[src/rtl/fifo_wr_arbiter_pkg.sv]
// rtl/fifo_wr_arbiter_pkg.sv - shared types and constants for the FIFO write arbiter
// Purpose: FSM state encoding, requester count, default burst length and
//          small index/one-hot helpers used by the arbiter files.
// Ports:   none (package).
package fifo_wr_arbiter_pkg;

  typedef enum logic {
    IDLE  = 1'b0,
    BURST = 1'b1
  } state_t;

  localparam int NUM_REQ           = 4;
  localparam int IDX_W             = 2;
  localparam int DEFAULT_BURST_LEN = 4;

  function automatic logic [NUM_REQ-1:0] idx_to_onehot(input logic [IDX_W-1:0] idx);
    logic [NUM_REQ-1:0] oh;
    oh      = '0;
    oh[idx] = 1'b1;
    return oh;
  endfunction

  // Grants are one-hot by construction, so a plain OR-encode is enough.
  function automatic logic [IDX_W-1:0] onehot_to_idx(input logic [NUM_REQ-1:0] oh);
    logic [IDX_W-1:0] idx;
    idx = '0;
    for (int i = 0; i < NUM_REQ; i++) begin
      if (oh[i]) idx = idx | IDX_W'(i);
    end
    return idx;
  endfunction

endpackage

[src/rtl/fifo_wr_arbiter_if.sv]
// rtl/fifo_wr_arbiter_if.sv - requester/FIFO bus bundle for the write arbiter
// Purpose: groups the requester side (req, wr_data, gnt, ack) and the FIFO
//          side (FULL, w_en, WR) into one bundle.
// Ports:   master - arbiter view (drives gnt, ack, w_en, WR)
//          slave  - environment view (drives req, wr_data, FULL)
interface fifo_wr_arbiter_if
  import fifo_wr_arbiter_pkg::*;
#(
  parameter int MEMORY_WIDTH = 4
);

  logic [NUM_REQ-1:0]              req;
  logic [NUM_REQ*MEMORY_WIDTH-1:0] wr_data;
  logic                            FULL;
  logic [NUM_REQ-1:0]              gnt;
  logic [NUM_REQ-1:0]              ack;
  logic                            w_en;
  logic [MEMORY_WIDTH-1:0]         WR;

  modport master (
    input  req, wr_data, FULL,
    output gnt, ack, w_en, WR
  );

  modport slave (
    output req, wr_data, FULL,
    input  gnt, ack, w_en, WR
  );

endinterface

[src/rtl/d_ff_async_en.sv]
// rtl/d_ff_async_en.sv - asynchronous-reset register with load enable
// Purpose: generic WIDTH-bit flop, async active-high reset to RST_VAL.
// Ports:   clk, rst (async, active-high), en (load), d (next), q (state)
module d_ff_async_en #(
  parameter int               WIDTH   = 1,
  parameter logic [WIDTH-1:0] RST_VAL = '0
) (
  input  logic             clk,
  input  logic             rst,
  input  logic             en,
  input  logic [WIDTH-1:0] d,
  output logic [WIDTH-1:0] q
);

  always_ff @(posedge clk or posedge rst) begin
    if (rst) begin
      q <= RST_VAL;
    end else if (en) begin
      q <= d;
    end
  end

endmodule

[src/rtl/fifo_wr_arbiter_rr_pick.sv]
// rtl/fifo_wr_arbiter_rr_pick.sv - round-robin winner search
// Purpose: finds the first set req bit searching upward from last+1, wrapping
//          modulo 4; last itself has the lowest priority.
// Ports:   req[3:0] requests, last[1:0] previous grant,
//          valid any request present, idx[1:0] winning index
module rr_pick
  import fifo_wr_arbiter_pkg::*;
(
  input  logic [NUM_REQ-1:0] req,
  input  logic [IDX_W-1:0]   last,
  output logic               valid,
  output logic [IDX_W-1:0]   idx
);

  always_comb begin
    logic [IDX_W-1:0] cand;
    valid = |req;
    idx   = last;
    cand  = last;
    // Walk from farthest (last+4 == last) to nearest (last+1); the nearest
    // set candidate is written last and therefore wins.
    for (int k = NUM_REQ; k >= 1; k--) begin
      cand = last + IDX_W'(k);
      if (req[cand]) idx = cand;
    end
  end

endmodule

[src/rtl/fifo_wr_arbiter.sv]
// rtl/fifo_wr_arbiter.sv - 4-way round-robin burst arbiter into a shared FIFO
// Purpose: grants one requester at a time for up to BURST_LEN writes, stalls
//          on FULL without losing the grant, always re-arbitrates via IDLE.
// Ports:   clk, rst (async, active-high),
//          bus (master): req, wr_data, FULL in; gnt (registered), ack, w_en, WR out
module fifo_wr_arbiter
  import fifo_wr_arbiter_pkg::*;
#(
  parameter int MEMORY_WIDTH = 4,
  parameter int BURST_LEN    = DEFAULT_BURST_LEN
) (
  input  logic              clk,
  input  logic              rst,
  fifo_wr_arbiter_if.master bus
);

  localparam logic [3:0] CNT_LAST = 4'(BURST_LEN - 1);

  logic               state_q;
  state_t             state;
  state_t             state_d;
  logic [NUM_REQ-1:0] gnt_q;
  logic [NUM_REQ-1:0] gnt_d;
  logic [IDX_W-1:0]   last_q;
  logic [3:0]         cnt_q;
  logic [3:0]         cnt_d;

  logic               pick_valid;
  logic [IDX_W-1:0]   pick_idx;
  logic [IDX_W-1:0]   g;
  logic               in_burst;
  logic               req_g;
  logic               w_en;
  logic               start;
  logic               burst_done;

  assign state = state_t'(state_q);

  rr_pick u_rr_pick (
    .req   (bus.req),
    .last  (last_q),
    .valid (pick_valid),
    .idx   (pick_idx)
  );

  assign g        = onehot_to_idx(gnt_q);
  assign in_burst = (state == BURST);
  assign req_g    = bus.req[g];

  // Writes never happen while FULL or during reset; rst also clears state
  // asynchronously, the explicit term just keeps the outputs quiet in that cycle.
  assign w_en = in_burst & req_g & ~bus.FULL & ~rst;

  assign start      = (state == IDLE) & pick_valid;
  assign burst_done = in_burst & (~req_g | (w_en & (cnt_q == CNT_LAST)));

  assign state_d = start ? BURST : IDLE;
  assign gnt_d   = start ? idx_to_onehot(pick_idx) : '0;
  assign cnt_d   = start ? 4'd0 : cnt_q + 4'd1;

  // state and gnt change together: on a new grant or on burst exit.
  d_ff_async_en #(.WIDTH(1), .RST_VAL(1'b0)) u_state_ff (
    .clk (clk),
    .rst (rst),
    .en  (start | burst_done),
    .d   (state_d),
    .q   (state_q)
  );

  d_ff_async_en #(.WIDTH(NUM_REQ), .RST_VAL('0)) u_gnt_ff (
    .clk (clk),
    .rst (rst),
    .en  (start | burst_done),
    .d   (gnt_d),
    .q   (gnt_q)
  );

  // last resets to 3 so requester 0 is searched first after reset.
  d_ff_async_en #(.WIDTH(IDX_W), .RST_VAL(2'd3)) u_last_ff (
    .clk (clk),
    .rst (rst),
    .en  (burst_done),
    .d   (g),
    .q   (last_q)
  );

  // Cleared on burst entry, counts accepted writes, holds while stalled.
  d_ff_async_en #(.WIDTH(4), .RST_VAL(4'd0)) u_cnt_ff (
    .clk (clk),
    .rst (rst),
    .en  (start | w_en),
    .d   (cnt_d),
    .q   (cnt_q)
  );

  assign bus.gnt  = gnt_q;
  assign bus.w_en = w_en;
  assign bus.ack  = w_en ? gnt_q : '0;
  assign bus.WR   = ((gnt_q != '0) && !rst) ? bus.wr_data[g*MEMORY_WIDTH +: MEMORY_WIDTH]
                                            : '0;

endmodule

[src/flat_wrapper.sv]
// flat-port wrapper written by rule: the top's interface ports become plain ports
module fifo_wr_arbiter_flat import fifo_wr_arbiter_pkg::*;
#(
  parameter int MEMORY_WIDTH = 4,
  parameter int BURST_LEN    = DEFAULT_BURST_LEN
)
  (clk, rst, bus_req, bus_wr_data, bus_FULL, bus_gnt, bus_ack, bus_w_en, bus_WR);
  fifo_wr_arbiter_if #(.MEMORY_WIDTH(MEMORY_WIDTH)) bus_i ();
  input  logic clk;
  input  logic rst;
  input wire logic [$bits(bus_i.req)-1:0] bus_req;
  input wire logic [$bits(bus_i.wr_data)-1:0] bus_wr_data;
  input wire logic [$bits(bus_i.FULL)-1:0] bus_FULL;
  output wire logic [$bits(bus_i.gnt)-1:0] bus_gnt;
  output wire logic [$bits(bus_i.ack)-1:0] bus_ack;
  output wire logic [$bits(bus_i.w_en)-1:0] bus_w_en;
  output wire logic [$bits(bus_i.WR)-1:0] bus_WR;
  assign bus_i.req = bus_req;
  assign bus_i.wr_data = bus_wr_data;
  assign bus_i.FULL = bus_FULL;
  assign bus_gnt = bus_i.gnt;
  assign bus_ack = bus_i.ack;
  assign bus_w_en = bus_i.w_en;
  assign bus_WR = bus_i.WR;
  fifo_wr_arbiter #(.MEMORY_WIDTH(MEMORY_WIDTH), .BURST_LEN(BURST_LEN)) u_core (.clk(clk), .rst(rst), .bus(bus_i));
endmodule
[config.mk]
export PLATFORM = sky130hd
export DESIGN_NAME = fifo_wr_arbiter_flat
export DESIGN_NICKNAME = d
export VERILOG_FILES = /design/src/rtl/fifo_wr_arbiter_pkg.sv /design/src/rtl/fifo_wr_arbiter_if.sv /design/src/rtl/d_ff_async_en.sv /design/src/rtl/fifo_wr_arbiter_rr_pick.sv /design/src/rtl/fifo_wr_arbiter.sv /design/src/flat_wrapper.sv
export SDC_FILE = /design/constraint.sdc
export NUM_CORES = 1
export LEC_CHECK = 0
export CORE_ASPECT_RATIO = 0.7
export CORE_UTILIZATION = 37
export CTS_CLUSTER_SIZE = 30
export DETAILED_ROUTE_END_ITERATION = 8
export MAX_ROUTING_LAYER = met4
export PLACE_DENSITY = 0.77
export SLEW_MARGIN = 20
export SYNTH_ARGS = -nofsm -noshare
export SYNTH_HDL_FRONTEND = slang
export SYNTH_SLANG_ARGS = --single-unit
[constraint.sdc]
create_clock -name clk -period 1.6 [get_ports clk]
set_input_delay 0.32 -clock clk [delete_from_list [all_inputs] [get_ports clk]]
set_output_delay 0.32 -clock clk [all_outputs]
set_load 0.1 [all_outputs]
==> metrics, run 1 <==
#FFs+latches synth 11; Port Buf Inserts 35; clock root buffer clkbuf_4; Ports 36; Sink Count 11; Max clock buf depth 2; initial core utilization 41.4%; Yosys warning total 0; largest net degree at the start of global routing 12; outcome stopped before the end; critical endpoint after global-route timing repair bus_ack[2]; worst_ep kind top-level output; Synth Cell Area 815 um^2; stop err [ERROR DPL-0033] detailed placement checks failed during check placement.; register area share after synthesis 34.1%; synth unique cells 38; DP HPWL roughly 2300 um; die outline width 58.1 um; H-Tree Depth 1; die height 41.3 um; initial antenna violation count 0; TritonCTS Buffers 3; Cells after Synth just under 90; Avg Inst Size Synth 9.26 um^2; Failed at 5_1_grt; routability cong. approximately 0.84; Net Count, Synth 112; Core Rows 13
[repair_timing]
item                       4_1_cts
buffers inserted                 4
pin swaps                       11
gates resized for setup          9
setup endpoints to repair       20
cloned                           0
hold buffers                     0
hold endpoints to repair         0
[per-stage QoR]
stage	util (%)	worst slack [ns]	hold slack (ns)	instances	instance area (um^2)
CTS	90.3	-0.597	0.455	190	1780
detailed placement	85.6	-0.569	0.509	182	1680
floorplan	-	-0.668	0.201	88	946
global placement	85.6	-0.514	0.482	182	1680
[cells in the mapped netlist]
| cell type | number | area, um^2 |
|---|---|---|
| a211oi_1 | 8 | 60.1 |
| a21oi_1 | 3 | 15.0 |
| a22o_1 | 1 | 8.76 |
| a31o_2 | 1 | 8.76 |
| a31oi_1 | 2 | 12.5 |
| a32o_1 | 4 | 40.0 |
| and2_1 | 5 | 31.3 |
| and3_1 | 1 | 6.26 |
| and3b_1 | 1 | 8.76 |
| buf_2 | 1 | 5.00 |
| buf_4 | 1 | 7.51 |
| buf_6 | 1 | 11.3 |
| clkbuf_1 | 2 | 7.51 |
| dfrtp_1 | 9 | 225 |
| dfstp_2 | 2 | 52.6 |
| ha_1 | 1 | 12.5 |
| inv_1 | 3 | 11.3 |
| mux2_2 | 1 | 11.3 |
| mux2i_1 | 8 | 80.1 |
| nand2_1 | 5 | 18.8 |
| nand2_2 | 1 | 6.26 |
| nand2b_1 | 2 | 12.5 |
| nand3_1 | 1 | 5.00 |
| nor2_1 | 4 | 15.0 |
| nor2_2 | 1 | 6.26 |
| nor2b_1 | 4 | 25.0 |
| nor3_1 | 1 | 5.00 |
| nor3b_1 | 1 | 7.51 |
| nor4_1 | 1 | 6.26 |
| nor4bb_1 | 1 | 10.0 |
| o211ai_1 | 1 | 7.51 |
| o21a_1 | 1 | 7.51 |
| o21ai_0 | 3 | 15.0 |
| o21ai_2 | 1 | 8.76 |
| o31a_1 | 1 | 8.76 |
| o31ai_1 | 1 | 7.51 |
| o41ai_1 | 2 | 17.5 |
| xnor2_1 | 1 | 8.76 |
[kinds of logic after synthesis]
logic type	after synthesis	share of synthesized area, %
compound gates	29	26.7
xor+xnor	1	1.08
fa+ha+maj	1	1.54
buf+inv	8	5.22
flops	11	34.1
mux	9	11.2
simple gates	29	20.1
==> run 2: changes to the inputs <==
--- a/config.mk
+++ b/config.mk
@@ -5,12 +5,10 @@
 export SDC_FILE = /design/constraint.sdc
 export NUM_CORES = 1
 export LEC_CHECK = 0
-export CORE_ASPECT_RATIO = 0.7
-export CORE_UTILIZATION = 37
-export CTS_CLUSTER_SIZE = 30
+export CORE_AREA = 2 2 63 65
 export DETAILED_ROUTE_END_ITERATION = 8
-export MAX_ROUTING_LAYER = met4
-export PLACE_DENSITY = 0.77
+export DIE_AREA = 0 0 65 67
+export PLACE_DENSITY_LB_ADDON = 0.15
 export SLEW_MARGIN = 20
 export SYNTH_ARGS = -nofsm -noshare
 export SYNTH_HDL_FRONTEND = slang
==> constraint.sdc (replaced) <==
create_clock -name clk -period 2.1 [get_ports clk]
set_input_delay 0.42 -clock clk [delete_from_list [all_inputs] [get_ports clk]]
set_output_delay 0.42 -clock clk [all_outputs]
set_load 0.1 [all_outputs]
==> run 2 against run 1 <==
The flow now finishes, with violations (setup timing). Synthesized cell count did not move. Area after synthesis unchanged.
==> metrics, run 2 <==
die outline width 65 um (was 58.1 um); share of cells above drive strength 1 50.0%; r2r endpoint u_core.u_gnt_ff.q[1]; Critical Path Start u_core.u_gnt_ff.q[1]; Skew-Pair Late Insertion Delay 0.24 ns; outcome complete, but fails checks (was stopped before the end); ANT cells 0; Total GRT Usage 13.6%; Cells after Synth 88 (unchanged); non-filler instance count after layout 200; combinational share of power 74.2%; final setup vio count 9; final hold viol count 0; #FFs+latches synth 11 (unchanged); Placed Instances 185 (was 182); largest registers u_core.u_cnt_ff.q: 4 flops, u_core.u_gnt_ff.q: 4 flops, u_core.u_last_ff.q: 2 flops; Port Buf Inserts 35 (unchanged); die height 67 um (was 41.3 um); post-synth top area share 27.6% (unchanged); vias in the first global route 904; H-Tree Depth 1 (unchanged); critical path start-end classification register to output pin; synth cell count leaders 9 x dfrtp_1, 8 x a211oi_1, 8 x mux2i_1 (unchanged); met2 wire len 1520 um; Final WS setup -0.131 ns; clock power share between 8 and 9%; P_sw approximately 1300 uW; WP data required 1.68 ns; VDD IR max 0.995 mV; initial antenna violation count 0; Sink Count 11 (unchanged); total core area 3610 um^2; commonest non-fill, non-tap cell in the layout buf_4; RSZ-0062 raised after global routing true; worst hold path depth 1; Layout fillers roughly 350; Synth Cell Area 815 um^2 (unchanged); Net count, final 177; largest net degree at the start of global routing 12; post-layout min period 2.23 ns; TritonCTS Buffers 3 (unchanged); vias per cell around 4.8; area grow syn2layout 117%; EDFF count, synth 0 (unchanged); highest routed layer met4; CP max FO 6; most frequent cells in the layout 28 x buf_4, 19 x clkdlybuf4s50_1, 12 x buf_12; DR iter-0 viols 47; CTS Hold Buffers Added 0 (unchanged); vias after detailed routing just under 1000; Core Rows 22 (was 13); actual slew at the worst max-slew pin 0.375 ns; critical path launch point type register; PwrDens 1480 nW/um^2; reg2reg setup slack around 0.060 ns; leakage dissipation 0.000729 uW; TritonCTS clock tree built; clock root buffer clkbuf_8 (was clkbuf_4); met1 wire length 1010 um; routability cong. 0.763 (was 0.843); ys async rst share 100% (unchanged); post-route antenna net violation count 0; Synth area leaders dfrtp_1 28%, mux2i_1 9.8%, a211oi_1 7.4% (unchanged); Internal Power 1280 uW; register area share after synthesis 34.1% (unchanged); switching part of the total 50.8%; Net Count, Synth 112 (unchanged); initial core utilization 22.6% (was 41.4%); failing checks setup timing; Reg2Reg Launch Point u_core.u_gnt_ff.q[1]; min-delay worst type register to register; clock skew 0.00294 ns; synth unique cells 38 (unchanged); Critical Path AT ~1.8 ns; timing-limited maximum frequency 448 MHz; grt ovf 0; pre-CTS setup slack -0.264 ns (was -0.569 ns); Ports 36 (unchanged); Seq pwr share 17.7%; Worst setup EP type output pin; Hold Path Sink u_core.u_cnt_ff.q[0]; post-synth top area cell dfrtp_1 (unchanged); Primary FF master, synth dfrtp_1 (unchanged); Slew Limit Fails 0; DP HPWL 2110 um (was 2350 um); Max clock buf depth 2 (unchanged); WL final 2780 um; met3 wire length 214 um; DR DRC count 0; worst hold path startpoint u_core.u_cnt_ff.q[0]; R2R depth 8; Avg Inst Size Synth 9.26 um^2 (unchanged); Clk pin slew, worst setup/hold paths approximately 0.05 ns; Slew headroom 74.8%; Yosys warning total 0 (unchanged); Final period util 106%; Max Cap Viol 0; count leader, synth dfrtp_1 (unchanged); die area about 4400 um^2; WL/cell approximately 14 um; TritonRoute pass-1 iters 4; first-pass GRT wire length 4370 um
[run 2: cell counts after synthesis]
Identical to the previous run, type by type.
[run 2: final cells by class]
class                      instances  area (um^2)  area share, %
timing repair buffer              65          704           39.8
multi-input combinational         69          658           37.2
sequential                        11          290           16.4
tap                               48         60.1           3.39
clock buffer                       4         45.0           2.55
inverter                           3         11.3          0.636
[run 2: routing by layer]
metal	GRT usage, %	vias to the layer above
met5	0	-
met4	4.79	0
met3	4.22	4
met2	25.0	42
met1	14.5	463
li1	-	458
[run 2: kinds of logic (layout without fill, tap and decap cells)]
logic type	Yosys count	count (layout)	share of synthesized area, %
adders and majority gates	1	1	1.54
DFF	11	11	34.1
muxes	9	9	11.2
and+or+nand+nor	29	29	20.1
buffers and inverters	8	72	5.22
xor gates and xnor gates	1	1	1.08
AOI/OAI and AO/OA	29	29	26.7
[run 2: power by group through the flow]
stage / Sequential, uW / Combinational, uW / Clock (uW)
final: 462 / 1940 / 212
after global routing: 481 / 2050 / 234
after CTS: 458 / 1840 / 221
after detailed placement: 467 / 1690 / 0
after global placement: 464 / 1670 / 0
after floorplan: 627 / 934 / 0
[run 2: worst max-delay path by stage]
| stage | cells after the start | slack (ns) | to |
|---|---|---|---|
| final | 5 | -0.13 | bus_ack[3] |
| after global routing | 5 | -0.19 | bus_ack[3] |
| after CTS | 5 | -0.16 | bus_ack[3] |
| after detailed placement | 6 | -0.26 | bus_ack[0] |
| after global placement | 6 | -0.23 | bus_ack[3] |
| after floorplan | 3 | -0.27 | bus_WR[0] |
[run 2: critical path, cell delays in order (launching register included)]
cell and delay [ns]:
dfrtp_4 0.51, mux2_4 0.32, a22o_1 0.20, o21a_4 0.22
and2_4 0.16, buf_12 0.16
[run 2: through the flow]
| stage | area, um^2 | hold WS (ns) | setup TNS, ns | total power, uW | util [%] |
|---|---|---|---|---|---|
| final | 1770 | 0.496 | -0.875 | 2610 | 49.1 |
| after floorplan | 935 | 0.301 | -2.11 | 1560 | - |
| after CTS | 1710 | 0.503 | -1.07 | 2520 | 47.4 |
| after global routing | 1770 | 0.526 | -1.53 | 2770 | 49.1 |
| after global placement | 1550 | 0.487 | -1.11 | 2130 | 42.9 |
| after detailed placement | 1550 | 0.496 | -1.38 | 2150 | 42.9 |
[run 2: repair_timing]
action / CTS / global route
endpoints found under the setup margin: 9 / 9
pin swaps: 12 / 7
setup buffers: 9 / 4
gates resized for setup: 15 / 6
Note: power is estimated with default switching activity, not from simulation.
